File: config.mk
export PLATFORM = sky130hd
export DESIGN_NAME = wb_arb_flat
export DESIGN_NICKNAME = d
export VERILOG_FILES = /design/src/rtl/wb_arb_if.sv /design/src/rtl/wb_arb.sv /design/src/flat_wrapper.sv
export SDC_FILE = /design/constraint.sdc
export NUM_CORES = 1
export LEC_CHECK = 0
export CAP_MARGIN = 10
export CORE_MARGIN = 2
export CORE_UTILIZATION = 37
export DETAILED_ROUTE_END_ITERATION = 16
export GPL_ROUTABILITY_DRIVEN = 0
export PLACE_DENSITY = 0.86
export SKIP_CTS_REPAIR_TIMING = 1
export SLEW_MARGIN = 25
export SYNTH_ARGS = -nofsm -noshare
export SYNTH_HDL_FRONTEND = slang
export SYNTH_SLANG_ARGS = --single-unit
File: constraint.sdc
create_clock -name clk -period 5.2 [get_ports clk]
set_input_delay 0.78 -clock clk [delete_from_list [all_inputs] [get_ports clk]]
set_output_delay 0.78 -clock clk [all_outputs]
set_load 0.005 [all_outputs]
File: src/rtl/wb_arb_if.sv
// Producer->writeback result bus: three result producers in, one registered writeback bus out.
// Latency: none (signal bundle only).
// Backpressure: per-producer stall flows back toward the producers; the writeback bus never stalls.
interface wb_arb_if #(
    parameter int XLEN    = 32,
    parameter int ROBID_W = 7,
    parameter int RD_W    = 6
);
    // ALU result port
    logic               alu_valid;
    logic               alu_error;
    logic [4:0]         alu_ecause;
    logic [ROBID_W-1:0] alu_robid;
    logic [RD_W-1:0]    alu_rd;
    logic [XLEN-1:0]    alu_result;

    // MCALU result port
    logic               mcalu_valid;
    logic               mcalu_error;
    logic [4:0]         mcalu_ecause;
    logic [ROBID_W-1:0] mcalu_robid;
    logic [RD_W-1:0]    mcalu_rd;
    logic [XLEN-1:0]    mcalu_result;

    // LSQ result port
    logic               lsq_valid;
    logic               lsq_error;
    logic [4:0]         lsq_ecause;
    logic [ROBID_W-1:0] lsq_robid;
    logic [RD_W-1:0]    lsq_rd;
    logic [XLEN-1:0]    lsq_result;

    // back-pressure toward each producer
    logic               wb_alu_stall;
    logic               wb_mcalu_stall;
    logic               wb_lsq_stall;

    // pipeline flush from the ROB
    logic               rob_flush;

    // registered writeback bus toward the ROB / broadcast
    logic               wb_valid;
    logic               wb_error;
    logic [4:0]         wb_ecause;
    logic [ROBID_W-1:0] wb_robid;
    logic [RD_W-1:0]    wb_rd;
    logic [XLEN-1:0]    wb_result;

    // arbiter side
    modport slave (
        input  alu_valid, alu_error, alu_ecause, alu_robid, alu_rd, alu_result,
        input  mcalu_valid, mcalu_error, mcalu_ecause, mcalu_robid, mcalu_rd, mcalu_result,
        input  lsq_valid, lsq_error, lsq_ecause, lsq_robid, lsq_rd, lsq_result,
        input  rob_flush,
        output wb_alu_stall, wb_mcalu_stall, wb_lsq_stall,
        output wb_valid, wb_error, wb_ecause, wb_robid, wb_rd, wb_result
    );

    // producer / ROB side
    modport master (
        output alu_valid, alu_error, alu_ecause, alu_robid, alu_rd, alu_result,
        output mcalu_valid, mcalu_error, mcalu_ecause, mcalu_robid, mcalu_rd, mcalu_result,
        output lsq_valid, lsq_error, lsq_ecause, lsq_robid, lsq_rd, lsq_result,
        output rob_flush,
        input  wb_alu_stall, wb_mcalu_stall, wb_lsq_stall,
        input  wb_valid, wb_error, wb_ecause, wb_robid, wb_rd, wb_result
    );
endinterface

File: src/rtl/wb_arb.sv
// Writeback arbiter: round-robin pick of one ALU/MCALU/LSQ result per cycle onto the writeback bus.
// Latency: 1 cycle from accepted producer result to wb_valid.
// Backpressure: losers (and everyone during rst/rob_flush) see stall = valid; the ROB side never stalls.
module wb_arb #(
    parameter int XLEN    = 32,
    parameter int ROBID_W = 7,
    parameter int RD_W    = 6
) (
    input  logic      clk,
    input  logic      rst,
    wb_arb_if.slave   bus
);

    localparam int NSRC = 3;

    // Source indices double as the fixed tie order ALU > MCALU > LSQ when ptr = 0.
    localparam logic [1:0] SRC_ALU   = 2'd0;
    localparam logic [1:0] SRC_MCALU = 2'd1;
    localparam logic [1:0] SRC_LSQ   = 2'd2;

    typedef struct packed {
        logic               error;
        logic [4:0]         ecause;
        logic [ROBID_W-1:0] robid;
        logic [RD_W-1:0]    rd;
        logic [XLEN-1:0]    result;
    } res_t;

    logic [NSRC-1:0] req;
    res_t            src [NSRC];
    logic            blk;
    logic [1:0]      ptr;
    logic [1:0]      idx;
    logic [1:0]      win_idx;
    logic            any_gnt;
    logic [NSRC-1:0] gnt;
    res_t            sel;
    res_t            wb_q;
    logic            wb_valid_q;

    // (base + off) mod 3 for values in 0..2; also folds a stray 3 back to 0.
    function automatic logic [1:0] rr_idx(input logic [1:0] base, input logic [1:0] off);
        logic [2:0] s;
        s = {1'b0, base} + {1'b0, off};
        if (s >= 3'd3) begin
            s = s - 3'd3;
        end
        return s[1:0];
    endfunction

    assign req[SRC_ALU]   = bus.alu_valid;
    assign req[SRC_MCALU] = bus.mcalu_valid;
    assign req[SRC_LSQ]   = bus.lsq_valid;

    assign src[SRC_ALU]   = '{error: bus.alu_error, ecause: bus.alu_ecause, robid: bus.alu_robid,
                              rd: bus.alu_rd, result: bus.alu_result};
    assign src[SRC_MCALU] = '{error: bus.mcalu_error, ecause: bus.mcalu_ecause, robid: bus.mcalu_robid,
                              rd: bus.mcalu_rd, result: bus.mcalu_result};
    assign src[SRC_LSQ]   = '{error: bus.lsq_error, ecause: bus.lsq_ecause, robid: bus.lsq_robid,
                              rd: bus.lsq_rd, result: bus.lsq_result};

    // Nothing may transfer while reset or a flush is in progress.
    assign blk = rst | bus.rob_flush;

    // Round-robin grant: scan ptr, ptr+1, ptr+2 and take the first requester.
    always_comb begin
        gnt     = '0;
        any_gnt = 1'b0;
        win_idx = 2'd0;
        idx     = 2'd0;
        if (!blk) begin
            for (int k = 0; k < NSRC; k++) begin
                idx = rr_idx(ptr, 2'(k));
                if (!any_gnt && req[idx]) begin
                    any_gnt      = 1'b1;
                    win_idx      = idx;
                    gnt[idx]     = 1'b1;
                end
            end
        end
    end

    assign sel = src[win_idx];

    // A producer holds its result whenever it asks and is not the winner.
    assign bus.wb_alu_stall   = req[SRC_ALU]   & ~gnt[SRC_ALU];
    assign bus.wb_mcalu_stall = req[SRC_MCALU] & ~gnt[SRC_MCALU];
    assign bus.wb_lsq_stall   = req[SRC_LSQ]   & ~gnt[SRC_LSQ];

    // Priority pointer moves just past the winner; it holds on idle and flush cycles.
    always_ff @(posedge clk or posedge rst) begin
        if (rst) begin
            ptr <= SRC_ALU;
        end else if (any_gnt) begin
            ptr <= rr_idx(win_idx, 2'd1);
        end
    end

    // Writeback valid pulses once per accepted result; a flush cycle has no grant, so it drops.
    always_ff @(posedge clk or posedge rst) begin
        if (rst) begin
            wb_valid_q <= 1'b0;
        end else begin
            wb_valid_q <= any_gnt;
        end
    end

    // Writeback payload captures the winner's fields; left stale when nothing is granted.
    always_ff @(posedge clk or posedge rst) begin
        if (rst) begin
            wb_q <= '0;
        end else if (any_gnt) begin
            wb_q <= sel;
        end
    end

    assign bus.wb_valid  = wb_valid_q;
    assign bus.wb_error  = wb_q.error;
    assign bus.wb_ecause = wb_q.ecause;
    assign bus.wb_robid  = wb_q.robid;
    assign bus.wb_rd     = wb_q.rd;
    assign bus.wb_result = wb_q.result;

endmodule

File: src/flat_wrapper.sv
// flat-port wrapper written by rule: the top's interface ports become plain ports
module wb_arb_flat 
#(
    parameter int XLEN    = 32,
    parameter int ROBID_W = 7,
    parameter int RD_W    = 6
)
  (clk, rst, bus_alu_valid, bus_alu_error, bus_alu_ecause, bus_alu_robid, bus_alu_rd, bus_alu_result, bus_mcalu_valid, bus_mcalu_error, bus_mcalu_ecause, bus_mcalu_robid, bus_mcalu_rd, bus_mcalu_result, bus_lsq_valid, bus_lsq_error, bus_lsq_ecause, bus_lsq_robid, bus_lsq_rd, bus_lsq_result, bus_rob_flush, bus_wb_alu_stall, bus_wb_mcalu_stall, bus_wb_lsq_stall, bus_wb_valid, bus_wb_error, bus_wb_ecause, bus_wb_robid, bus_wb_rd, bus_wb_result);
  wb_arb_if #(.XLEN(XLEN), .ROBID_W(ROBID_W), .RD_W(RD_W)) bus_i ();
  input  logic clk;
  input  logic rst;
  input wire logic [$bits(bus_i.alu_valid)-1:0] bus_alu_valid;
  input wire logic [$bits(bus_i.alu_error)-1:0] bus_alu_error;
  input wire logic [$bits(bus_i.alu_ecause)-1:0] bus_alu_ecause;
  input wire logic [$bits(bus_i.alu_robid)-1:0] bus_alu_robid;
  input wire logic [$bits(bus_i.alu_rd)-1:0] bus_alu_rd;
  input wire logic [$bits(bus_i.alu_result)-1:0] bus_alu_result;
  input wire logic [$bits(bus_i.mcalu_valid)-1:0] bus_mcalu_valid;
  input wire logic [$bits(bus_i.mcalu_error)-1:0] bus_mcalu_error;
  input wire logic [$bits(bus_i.mcalu_ecause)-1:0] bus_mcalu_ecause;
  input wire logic [$bits(bus_i.mcalu_robid)-1:0] bus_mcalu_robid;
  input wire logic [$bits(bus_i.mcalu_rd)-1:0] bus_mcalu_rd;
  input wire logic [$bits(bus_i.mcalu_result)-1:0] bus_mcalu_result;
  input wire logic [$bits(bus_i.lsq_valid)-1:0] bus_lsq_valid;
  input wire logic [$bits(bus_i.lsq_error)-1:0] bus_lsq_error;
  input wire logic [$bits(bus_i.lsq_ecause)-1:0] bus_lsq_ecause;
  input wire logic [$bits(bus_i.lsq_robid)-1:0] bus_lsq_robid;
  input wire logic [$bits(bus_i.lsq_rd)-1:0] bus_lsq_rd;
  input wire logic [$bits(bus_i.lsq_result)-1:0] bus_lsq_result;
  input wire logic [$bits(bus_i.rob_flush)-1:0] bus_rob_flush;
  output wire logic [$bits(bus_i.wb_alu_stall)-1:0] bus_wb_alu_stall;
  output wire logic [$bits(bus_i.wb_mcalu_stall)-1:0] bus_wb_mcalu_stall;
  output wire logic [$bits(bus_i.wb_lsq_stall)-1:0] bus_wb_lsq_stall;
  output wire logic [$bits(bus_i.wb_valid)-1:0] bus_wb_valid;
  output wire logic [$bits(bus_i.wb_error)-1:0] bus_wb_error;
  output wire logic [$bits(bus_i.wb_ecause)-1:0] bus_wb_ecause;
  output wire logic [$bits(bus_i.wb_robid)-1:0] bus_wb_robid;
  output wire logic [$bits(bus_i.wb_rd)-1:0] bus_wb_rd;
  output wire logic [$bits(bus_i.wb_result)-1:0] bus_wb_result;
  assign bus_i.alu_valid = bus_alu_valid;
  assign bus_i.alu_error = bus_alu_error;
  assign bus_i.alu_ecause = bus_alu_ecause;
  assign bus_i.alu_robid = bus_alu_robid;
  assign bus_i.alu_rd = bus_alu_rd;
  assign bus_i.alu_result = bus_alu_result;
  assign bus_i.mcalu_valid = bus_mcalu_valid;
  assign bus_i.mcalu_error = bus_mcalu_error;
  assign bus_i.mcalu_ecause = bus_mcalu_ecause;
  assign bus_i.mcalu_robid = bus_mcalu_robid;
  assign bus_i.mcalu_rd = bus_mcalu_rd;
  assign bus_i.mcalu_result = bus_mcalu_result;
  assign bus_i.lsq_valid = bus_lsq_valid;
  assign bus_i.lsq_error = bus_lsq_error;
  assign bus_i.lsq_ecause = bus_lsq_ecause;
  assign bus_i.lsq_robid = bus_lsq_robid;
  assign bus_i.lsq_rd = bus_lsq_rd;
  assign bus_i.lsq_result = bus_lsq_result;
  assign bus_i.rob_flush = bus_rob_flush;
  assign bus_wb_alu_stall = bus_i.wb_alu_stall;
  assign bus_wb_mcalu_stall = bus_i.wb_mcalu_stall;
  assign bus_wb_lsq_stall = bus_i.wb_lsq_stall;
  assign bus_wb_valid = bus_i.wb_valid;
  assign bus_wb_error = bus_i.wb_error;
  assign bus_wb_ecause = bus_i.wb_ecause;
  assign bus_wb_robid = bus_i.wb_robid;
  assign bus_wb_rd = bus_i.wb_rd;
  assign bus_wb_result = bus_i.wb_result;
  wb_arb #(.XLEN(XLEN), .ROBID_W(ROBID_W), .RD_W(RD_W)) u_core (.clk(clk), .rst(rst), .bus(bus_i));
endmodule
==> parameters.txt <==
Parameter                              Value

STA
  RSZ-0062 raised after global routing    no
  Final period utilization    0.733
  Transition at the pin with the smallest max-transition slack    0.883 ns
  Final worst clock skew    about 0.0043 ns
  Number of failing hold endpoints at the final stage    0
  Sum of negative setup slack    0 ns
  Max_slew headroom    0.412
  Max Freq    0.262 GHz
  Final worst path period need    ~3.8 ns
  Slew Limit Fails    0
  Final setup violation count    0

Synthesis
  Mapped Cells    298
  Post-Syn Area    0.00294 sq mm
  Synth top area share    0.460
  Count of synthesis-stage warnings from yosys    0
  Area leader, netlist    sky130_fd_sc_hd__dfrtp_1
  Synthesis-stage register bit count    54
  Count leader, synth    sky130_fd_sc_hd__dfrtp_1
  Fraction of registers with async set or reset after synthesis    1.00
  Net count after synthesis    between 400 and 500
  Ranking of synthesized cells by area    sky130_fd_sc_hd__dfrtp_1 46%, sky130_fd_sc_hd__a222oi_1 16%, sky130_fd_sc_hd__o21ai_1 7.5%
  Most used standard cells in the synthesized netlist    54 x sky130_fd_sc_hd__dfrtp_1, 50 x sky130_fd_sc_hd__nand2_1, 46 x sky130_fd_sc_hd__a222oi_1
  Number of synthesized flops with an enable pin    0
  Avg Inst Size Synth    between 9 and 10 sq um
  Number of different library cells in the post-synthesis netlist    38
  Primary flip-flop cell chosen by synthesis mapping    sky130_fd_sc_hd__dfrtp_1
  Sequential element share of the synthesized area    0.460

Power
  Design internal power    1.38 mW
  Relative contribution of combinational cells to total power    0.559
  IR drop worst, VDD    0.000245 V
  Leak pwr    2.04 nW
  Portion of total power attributed to the clock network    0.103
  Portion of total power attributed to sequential cells    0.337
  Net switching power    slightly below 0.8 mW
  Total power consumption of the routed design    around 2.1 mW
  Total power divided by cell area    approximately 420 mW/mm^2
  Switching power share of the total    0.359

Routing
  Routed length on met3    1020 um
  Count of routing violations after the opening detailed-route iteration    ~250
  Length of the first detailed-routing pass in iterations    8
  Routed via count    between 3000 and 4000
  Top Layer Used    met4
  Vias per cell    roughly 5.5
  Routed length on met1    around 3600 um
  Post-Route WL    a little over 10000 um
  Number of nets with antenna violations after routing    0
  Wire length on met2    between 5000 and 6000 um
  Number of remaining DRC errors    0
  Drt wl/cell    17.2 um

Floorplan
  Area enclosed by the die boundary    approximately 0.0087 sq mm
  Placement Rows    32
  Count of boundary I/O pins    about 210
  Initial Utilization    0.380
  Chip height    93.1 um
  Die Span X    around 93 um
  Area of the core    a little under 0.008 sq mm

Clock tree
  Clock slew at the register clock pins of the worst setup and hold paths    roughly 0.090 ns
  Clock tree buffer depth    2
  TritonCTS Buffers    5
  TritonCTS clock tree    yes
  Clock Latency Late Sink    between 0.2 and 0.3 ns
  Number of sinks handled by clock tree synthesis    54
  Number of H-tree levels    2
  CTS Root Buffer Type    sky130_fd_sc_hd__clkbuf_8

Hold path
  Instance count along the most critical hold path    2
  Kind of path behind the tightest hold check    register to register

Placed design
  DPL Wire Length    just under 8000 um
  Placed standard-cell area    a little over 0.005 sq mm
  DP Cell Count    slightly below 600
  Number of buffers added on ports    between 200 and 250

Setup path
  Endpoint kind of the worst setup timing path    output port
  Worst endpoint data arrival time    ~3 ns
  Worst setup SP type    input pin
  Logic depth of the worst register-to-register path    6
  CP Class    input pin to output port
  Maximum fanout encountered on the critical timing path    11
  Data required time at the worst endpoint    approximately 4.4 ns

Layout
  Fraction of final layout cells sized beyond drive strength 1    0.0388
  Antenna cell count    0
  Area added between synthesis and finish    74.9%
  Final instance area    roughly 0.0051 sq mm
  Number of nets in the final layout    about 650
  Filler-free cell count of the finished design    around 600

GRT
  Largest net degree at the start of global routing    106
  Total routing usage reported by global routing    0.220
  Number of global-route vias before repair    3163
  Aggregate global routing overflow    0
  Number of antenna violations at the first check in global routing    0
  Global-route wire length before repair    roughly 15000 um

Status
  Result of the run    finished, final reports clean

Run
  Number of maximum-capacitance constraint violations    0
registers in the layout (all words and copies together) (netlist names):
signal	count
u_core.bus.wb_result	32
u_core.bus.wb_robid	7
u_core.bus.wb_rd	6
u_core.bus.wb_ecause	5
u_core.ptr	2
u_core.bus.wb_error	1
u_core.bus.wb_valid	1
worst max-delay path, cell delays in order:
cell,delay [ns]
sky130_fd_sc_hd__clkdlybuf4s50_1,0.69
sky130_fd_sc_hd__nand2_1,0.15
sky130_fd_sc_hd__a22oi_1,0.23
sky130_fd_sc_hd__o32ai_2,0.14
sky130_fd_sc_hd__a221o_1,0.35
sky130_fd_sc_hd__a21oi_1,0.16
sky130_fd_sc_hd__clkdlybuf4s50_1,0.52
cells in the final DEF (no fill, tap or decap), types with 2 or more instances in the layout:
| cell | count |
|---|---|
| sky130_fd_sc_hd__clkdlybuf4s50_1 | 213 |
| sky130_fd_sc_hd__dfrtp_1 | 54 |
| sky130_fd_sc_hd__nand2_1 | 50 |
| sky130_fd_sc_hd__a222oi_1 | 46 |
| sky130_fd_sc_hd__o21ai_1 | 44 |
| sky130_fd_sc_hd__o21ai_0 | 9 |
| sky130_fd_sc_hd__inv_1 | 7 |
| sky130_fd_sc_hd__a32oi_1 | 6 |
| sky130_fd_sc_hd__a22oi_1 | 6 |
| sky130_fd_sc_hd__nor2_1 | 5 |
| sky130_fd_sc_hd__clkbuf_8 | 5 |
| sky130_fd_sc_hd__a21oi_1 | 4 |
| sky130_fd_sc_hd__ha_1 | 4 |
| sky130_fd_sc_hd__buf_4 | 4 |
| sky130_fd_sc_hd__nor2b_1 | 3 |
| sky130_fd_sc_hd__nor3_1 | 2 |
| sky130_fd_sc_hd__a21boi_0 | 2 |
| sky130_fd_sc_hd__or4bb_1 | 2 |
| sky130_fd_sc_hd__a221o_1 | 2 |
layer usage:
| metal | global-route usage | vias to the layer above |
|---|---|---|
| li1 | - | 1564 |
| met1 | 0.236 | 1526 |
| met2 | 0.424 | 179 |
| met3 | 0.0669 | 12 |
| met4 | 0.0441 | 0 |
| met5 | 0 | - |
layout make-up:
| type | count | area (sq um) |
|---|---|---|
| clock buffers | 6 | 72.6 |
| clock inverters | 1 | 7.51 |
| fillers | 632 | 2590 |
| inverters | 8 | 32.5 |
| multi-input cells | 204 | 1380 |
| flip-flops and latches | 54 | 1350 |
| well taps | 102 | 128 |
| repair buffers | 217 | 2160 |
power by group through the flow:
stage | sequential [mW] | clock (mW) | combinational [mW]
floorplan | 0.739 | 0 | 0.561
global placement | 0.721 | 0 | 1.16
detailed placement | 0.733 | 0 | 1.21
CTS | 0.726 | 0.230 | 1.21
global route | 0.750 | 0.252 | 1.31
finish | 0.725 | 0.222 | 1.20
final timing paths:
| path | from | to | slack [ns] |
|---|---|---|---|
| hold reg to reg | u_core.bus.wb_result[1] | u_core.bus.wb_result[1] | 0.49 |
| hold / removal | u_core.bus.wb_result[1] | u_core.bus.wb_result[1] | 0.49 |
| setup reg to reg | u_core.ptr[0] | u_core.bus.wb_result[11] | 2.49 |
| setup / recovery | bus_lsq_valid | bus_wb_mcalu_stall | 1.39 |
| min in group asynchronous | rst | u_core.bus.wb_result[13] | 0.98 |
| max in group asynchronous | rst | u_core.bus.wb_result[10] | 3.78 |
metrics by stage:
| step | worst slack [ns] | hold WS [ns] | utilization |
|---|---|---|---|
| after floorplan | 2.45 | 0.473 | - |
| after global placement | 1.51 | 0.466 | 0.653 |
| after detailed placement | 1.44 | 0.474 | 0.653 |
| after CTS | 1.44 | 0.496 | 0.664 |
| after global routing | 1.30 | 0.517 | 0.665 |
| final | 1.39 | 0.490 | 0.665 |
cells by family (layout without fill, tap and decap cells):
family / count (synthesis) / in the layout / synth area share
AOI/OAI and AO/OA: 129 / 129 / 0.332
adders and majority gates: 5 / 5 / 0.0205
DFF: 54 / 54 / 0.460
muxes: 1 / 1 / 0.00341
and+or+nand+nor: 69 / 69 / 0.109
buffers and inverters: 40 / 232 / 0.0750
No activity file was read; power rests on OpenSTA's default activity.
